`src/rtl/uart_ctrl_pkg.sv`:
```
// Shared constants and helpers for the UART transmit arbiter.
// Holds the controller state encoding, default timing values and a
// constant-foldable ceil(log2) used to size indices and counters.
package uart_ctrl_pkg;

  // Controller state encoding
  localparam logic [1:0] IDLE      = 2'd0;
  localparam logic [1:0] START     = 2'd1;
  localparam logic [1:0] WAIT_DONE = 2'd2;
  localparam logic [1:0] GAP       = 2'd3;

  // Default timing: GAP covers the transmitter's post-done delay states
  localparam int DEF_GAP_CYCLES     = 3;
  localparam int DEF_TIMEOUT_CYCLES = 65535;

  // ceil(log2(value)); bounded loop so it folds at elaboration
  function automatic int clog2(input int value);
    int result;
    result = 0;
    for (int i = 0; i < 31; i++) begin
      if ((32'sd1 <<< i) < value) begin
        result = i + 1;
      end else begin
        result = result;
      end
    end
    return result;
  endfunction

endpackage

```
`src/rtl/rr_priority_pick.sv`:
```
// Combinational round-robin picker.
// Scans the request vector starting at rr_ptr and wrapping modulo NUM_REQ;
// returns the first set request as a one-hot grant and an encoded index.
module rr_priority_pick
  import uart_ctrl_pkg::*;
#(
  parameter int NUM_REQ = 4
) (
  input  logic [NUM_REQ-1:0]        req,
  input  logic [clog2(NUM_REQ)-1:0] rr_ptr,
  output logic [NUM_REQ-1:0]        grant,
  output logic [clog2(NUM_REQ)-1:0] grant_idx,
  output logic                      any_req
);

  localparam int IDX_W = clog2(NUM_REQ);
  localparam logic [NUM_REQ-1:0] ONE_HOT_LSB = {{(NUM_REQ-1){1'b0}}, 1'b1};

  logic [IDX_W-1:0] idx_s;

  // Walk from the farthest position back to rr_ptr so the nearest hit wins
  always_comb begin
    grant     = '0;
    grant_idx = '0;
    idx_s     = '0;
    for (int k = NUM_REQ - 1; k >= 0; k--) begin
      idx_s     = IDX_W'((int'(rr_ptr) + k) % NUM_REQ);
      grant     = req[idx_s] ? (ONE_HOT_LSB << idx_s) : grant;
      grant_idx = req[idx_s] ? idx_s : grant_idx;
    end
    any_req = |req;
  end

endmodule

```
`src/rtl/uart_tx_arbiter.sv`:
```
// Round-robin controller sharing one UART transmitter among NUM_REQ
// parallel-byte requesters. Latches the winning byte onto the transmitter
// bus, fires one start_trig, waits for one_data_send (or times out), then
// holds an inter-frame gap before arbitrating again.
module uart_tx_arbiter
  import uart_ctrl_pkg::*;
#(
  parameter int data_width     = 8,
  parameter int NUM_REQ        = 4,
  parameter int GAP_CYCLES     = DEF_GAP_CYCLES,
  parameter int TIMEOUT_CYCLES = DEF_TIMEOUT_CYCLES
) (
  input  logic                          clock,
  input  logic                          reset,
  input  logic [NUM_REQ-1:0]            req_valid,
  input  logic [NUM_REQ*data_width-1:0] req_data,
  output logic [NUM_REQ-1:0]            req_ack,
  output logic [data_width-1:0]         tx_data_bus,
  output logic                          tx_start_trig,
  input  logic                          tx_one_data_send,
  output logic [clog2(NUM_REQ)-1:0]     grant_id,
  output logic                          busy,
  output logic                          frame_done,
  output logic                          timeout_err
);

  localparam int IDX_W = clog2(NUM_REQ);
  localparam int CNT_W = clog2(TIMEOUT_CYCLES + 1);
  localparam logic [CNT_W-1:0] TIMEOUT_LAST = CNT_W'(TIMEOUT_CYCLES - 1);
  localparam logic [CNT_W-1:0] GAP_LAST     = CNT_W'(GAP_CYCLES - 1);
  localparam logic [IDX_W-1:0] LAST_IDX     = IDX_W'(NUM_REQ - 1);

  logic [1:0]            state_r;
  logic [CNT_W-1:0]      cnt_r;
  logic [IDX_W-1:0]      rr_ptr_r;
  logic [NUM_REQ-1:0]    pick_grant_s;
  logic [IDX_W-1:0]      pick_idx_s;
  logic                  pick_any_s;
  logic [IDX_W-1:0]      next_ptr_s;
  logic [data_width-1:0] picked_byte_s;

  rr_priority_pick #(
    .NUM_REQ (NUM_REQ)
  ) u_pick (
    .req       (req_valid),
    .rr_ptr    (rr_ptr_r),
    .grant     (pick_grant_s),
    .grant_idx (pick_idx_s),
    .any_req   (pick_any_s)
  );

  // Select the winner's byte through the one-hot grant
  always_comb begin
    picked_byte_s = '0;
    for (int i = 0; i < NUM_REQ; i++) begin
      picked_byte_s = pick_grant_s[i] ? req_data[i*data_width +: data_width] : picked_byte_s;
    end
  end

  // Pointer moves one past the requester just served, wrapping at NUM_REQ
  always_comb begin
    if (grant_id == LAST_IDX) begin
      next_ptr_s = '0;
    end else begin
      next_ptr_s = grant_id + IDX_W'(1);
    end
  end

  // Ack and trigger decoded from the registered state and grant
  always_comb begin
    req_ack       = '0;
    tx_start_trig = 1'b0;
    busy          = (state_r != IDLE);
    if (state_r == START) begin
      req_ack[grant_id] = 1'b1;
      tx_start_trig     = 1'b1;
    end else begin
      req_ack       = '0;
      tx_start_trig = 1'b0;
    end
  end

  // Frame sequencing, wait/gap counter, data latch and sticky timeout flag
  always_ff @(posedge clock) begin
    if (reset) begin
      state_r     <= IDLE;
      cnt_r       <= '0;
      rr_ptr_r    <= '0;
      grant_id    <= '0;
      tx_data_bus <= '1;
      frame_done  <= 1'b0;
      timeout_err <= 1'b0;
    end else begin
      frame_done <= 1'b0;
      case (state_r)
        IDLE: begin
          if (pick_any_s) begin
            tx_data_bus <= picked_byte_s;
            grant_id    <= pick_idx_s;
            state_r     <= START;
          end
        end
        START: begin
          cnt_r   <= '0;
          state_r <= WAIT_DONE;
        end
        WAIT_DONE: begin
          // done takes priority over a timeout on the same cycle
          if (tx_one_data_send) begin
            frame_done <= 1'b1;
            rr_ptr_r   <= next_ptr_s;
            cnt_r      <= '0;
            state_r    <= GAP;
          end else if (cnt_r == TIMEOUT_LAST) begin
            timeout_err <= 1'b1;
            rr_ptr_r    <= next_ptr_s;
            cnt_r       <= '0;
            state_r     <= GAP;
          end else begin
            cnt_r <= cnt_r + CNT_W'(1);
          end
        end
        GAP: begin
          if (cnt_r == GAP_LAST) begin
            cnt_r   <= '0;
            state_r <= IDLE;
          end else begin
            cnt_r <= cnt_r + CNT_W'(1);
          end
        end
        default: begin
          cnt_r   <= '0;
          state_r <= IDLE;
        end
      endcase
    end
  end

endmodule
```
`config.mk`:
```
export PLATFORM = sky130hd
export DESIGN_NAME = uart_tx_arbiter
export DESIGN_NICKNAME = d
export VERILOG_FILES = /design/src/rtl/uart_ctrl_pkg.sv /design/src/rtl/rr_priority_pick.sv /design/src/rtl/uart_tx_arbiter.sv
export SDC_FILE = /design/constraint.sdc
export NUM_CORES = 1
export LEC_CHECK = 0
export CORE_MARGIN = 1
export CORE_UTILIZATION = 50
export CTS_CLUSTER_DIAMETER = 120
export DETAILED_ROUTE_END_ITERATION = 8
export GPL_TIMING_DRIVEN = 1
export PLACE_DENSITY = 0.85
export SLEW_MARGIN = 20
export SYNTH_ARGS = -nofsm -noshare
export SYNTH_HDL_FRONTEND = slang
export SYNTH_HIERARCHICAL = 1
export SYNTH_SLANG_ARGS = --single-unit
```
`constraint.sdc`:
```
create_clock -name clock -period 4.4 [get_ports clock]
set_input_delay 0.88 -clock clock [delete_from_list [all_inputs] [get_ports clock]]
set_output_delay 0.88 -clock clock [all_outputs]
set_load 0.02 [all_outputs]
```
==> metrics.log <==
INFO  metric layout_worst_path_cycle_share = a little over four fifths
INFO  metric post-route-worst-setup-slack = 0.7008 ns
INFO  metric peakVddDrop = 0.4181 mV
INFO  metric worst_setup_hold_path_clk_slew = roughly 0.070 ns
INFO  metric final.setup_skew = 0.008030 ns
INFO  metric max_slew.worst_pin.slew = ~0.95 ns
INFO  metric critical_path.startpoint_type = primary input
INFO  metric synthesized_area_fraction_occupied_by_adder_cells = 10.20%
INFO  metric p_leak = 0.001118 uW
INFO  metric clock_sink_count = 32
INFO  metric route.detailed.wl_per_inst = 14.52 um
INFO  metric fin_area = 3003 sq um
INFO  metric detail-route-antenna-nets = 0
INFO  metric combinational_family_with_the_most_area_after_synthesis = simple AND/OR/NAND/NOR gates
INFO  metric cts_htree_levels = 2
INFO  metric synth_area_leaders = sky130_fd_sc_hd__dfxtp_1, sky130_fd_sc_hd__ha_1, sky130_fd_sc_hd__nor2_1
INFO  metric clock_tree_from_tritoncts = built
INFO  metric synth.cells.most_frequent = sky130_fd_sc_hd__nor2_1, sky130_fd_sc_hd__dfxtp_1, sky130_fd_sc_hd__nand2_1
INFO  metric pre_cts_ws = 0.4511 ns
INFO  metric port-buffer-count = 56
INFO  metric avgViaCountPerCell = roughly 5.8
INFO  metric pin_count = 57
INFO  metric grt_start_max_net_pins = 25
INFO  metric cts.repair_timing.setup_buffer_count = 0
INFO  metric final_cells = 392
INFO  metric clk_latency = 0.29 ns
INFO  metric dpl.hpwl = 4.222 mm
INFO  metric power.density_cell_area = 451.6 nW/um^2
INFO  metric synth_top_flop_cell = sky130_fd_sc_hd__dfxtp_1
INFO  metric nets = roughly 400
INFO  metric reg2reg_slack = 0.78 ns
INFO  metric max-cap-violations = 0
INFO  metric setup-violations-final = 0
INFO  metric timing.critical_path.slowest_cell_delay = 0.61 ns
INFO  metric edff_count_synth = 0
INFO  metric post_synth_xor_area_fraction = 3.382%
INFO  metric rows = 24
INFO  metric crit_top_cell = sky130_fd_sc_hd__a221oi_1
INFO  metric dr_total_vias = 2286
INFO  metric drive_above_1_share = 6.176%
INFO  metric finalSetupTns = 0 ns
INFO  metric hold_viol = 0
INFO  metric timing_max_transition_violations_final = 0
INFO  metric synth_seq_area_share = 27.48%
INFO  metric start_util = 52.81%
INFO  metric synth.avg_cell_area = around 8.0 sq um
INFO  metric place_inst = approximately 380
INFO  metric synth.distinct_cells = 44
INFO  metric postPlaceCellArea = 2888 sq um
INFO  metric post_synth_mux_area_share = under 10%
INFO  metric yosysMostFrequentCell = sky130_fd_sc_hd__nor2_1
INFO  metric post_cts_resize_count = 0
INFO  metric cp-end-kind = flop
INFO  metric critical_path_peak_fanout = 10
INFO  metric fin_total_pwr = 1356 uW
INFO  metric synth_warn = 6
INFO  metric synthDominantAreaCellType = sky130_fd_sc_hd__dfxtp_1
INFO  metric synth_async_sr_flop_share = 0%
INFO  metric critical_path_cell_by_cell = clkdlybuf4s50_1, mux4_2, nor2b_4, a221oi_1, a21oi_1, nor2b_1, a221oi_1, nor3_1, a211oi_1, o21bai_1
INFO  metric post_synth_and_or_nand_nor_area_fraction = 27.16%
INFO  metric yosys_register_bits = 32
INFO  metric synth.top_cell.area_share = approximately 27%
INFO  metric drt_first_iter_violations = approximately 140
INFO  metric numCtsBuffers = 5
INFO  metric die_h = 70.28 um
INFO  metric worst_ep_required_time = ~4.6 ns
INFO  metric worst_r2r_path_depth = 11
INFO  metric timing.setup.critical_path_class = in2reg
INFO  metric critical-path-slowest-cell = sky130_fd_sc_hd__mux4_2
INFO  metric synth.net_count = 348
INFO  metric grt.total_usage = 23.13%
INFO  metric postSynthCellCount = 290
INFO  metric grt_pass1_wl = 9.266 mm
INFO  metric synthToLayoutAreaGrowth = 28.82%
INFO  metric wirelength = 5.692 mm
INFO  metric grt_pass1_vias = approximately 2.1k
INFO  metric die_x = around 70 um
INFO  metric cts_hold_buffers = 0
INFO  metric outcome = finished clean
INFO  metric min_delay_path_depth = 2
INFO  metric clock.fmax = 0.2703 GHz
INFO  metric antenna-diode-count = 0
INFO  metric synth-compound-area-share = between 20 and 25%
INFO  metric initial_antenna_violation_count = 0
INFO  metric overflow = 0
INFO  metric gp_congestion = roughly 0.91
INFO  metric drc_errors = 0
INFO  metric synth.cell_area = 2331 sq um
INFO  metric minimum_clock_period_after_layout = 3.699 ns
INFO  metric drtPass1Iterations = 5
INFO  metric timing.slew.headroom = 36.88%
INFO  metric root_buffer = sky130_fd_sc_hd__clkbuf_8
INFO  metric tightest_hold_check_type = reg2reg
INFO  metric rsz_0062_raised_after_global_routing = false
INFO  metric placeable_core_region = 4414 sq um
INFO  metric die_area = around 5000 sq um
INFO  metric worstPathArrival = 3.87 ns
INFO  metric clock_path_buffers = 2
-- cell usage in the layout (no fill, tap or decap), drive strengths merged, types with 4 or more instances in the layout --
master and n:
o21bai 8, clkdlybuf4s50 56, nand2 20, inv 15
a21oi 16, a211oi 10, nor2 41, xor2 6
nor4 4, dfxtp 32, nand4 7, nor2b 12
nor3 12, a221oi 12, and2 5, clkbuf 5
nand3 11, o21ai 7, ha 19
-- routing by layer --
layer	GRT usage, %	up-vias	share of wire [%]
met4	8.222	0	1.1
met1	28.74	1068	44
li1	-	1135	-
met3	4.906	7	6.3
met5	0	-	0
met2	39.15	76	49
-- logic make-up (layout without fill, tap and decap cells) --
| kind of cell | Yosys count | in the layout |
|---|---|---|
| mux | 9 | 9 |
| buf+inv | 30 | 80 |
| fa+ha+maj | 19 | 19 |
| flops | 32 | 32 |
| compound gates | 65 | 65 |
| simple gates | 126 | 126 |
| xor+xnor | 9 | 9 |
-- registers in the layout, summed over array words and instances, names as in the netlist --
register / flops
cnt_r: 16
tx_data_bus: 8
grant_id: 2
rr_ptr_r: 2
state_r: 2
frame_done: 1
timeout_err: 1
-- stage by stage --
stage / utilization, % / hold slack, ns
2_1_floorplan: - / 0.4878
3_3_place_gp: 65.42 / 0.4557
3_5_place_dp: 65.42 / 0.4744
4_1_cts: 67.94 / 0.4903
5_1_grt: 68.03 / 0.5308
6_report: 68.03 / 0.4846
-- power by group --
| group | leakage [uW] | internal, uW | switching (uW) |
|---|---|---|---|
| clock network | 0.0000541 | 167 | 110 |
| registers | 0.000261 | 337 | 35.1 |
| logic | 0.000803 | 295 | 411 |
| total | 0.00112 | 800 | 556 |
-- worst max-delay path: cells and delay by family --
kind	cells	cell delay [ns]
buffers and inverters	1	0.53
and+or+nand+nor	3	0.53
muxes	1	0.61
AOI/OAI and AO/OA	5	1.31
-- layout make-up --
class / count / area [sq um]
fill: 354 / 1411
multi-input combinational: 228 / 1562
timing repair buffer: 57 / 568.0
clock buffer: 5 / 68.82
clock inverter: 3 / 42.54
tap: 52 / 65.06
inverter: 15 / 56.30
sequential: 32 / 640.6
-- final timing paths --
kind | from | end
max | req_valid[2] | tx_data_bus[0]
min | timeout_err | timeout_err
max reg2reg | rr_ptr_r[1] | tx_data_bus[0]
min reg2reg | timeout_err | timeout_err
(Power assumes the default switching activity.)
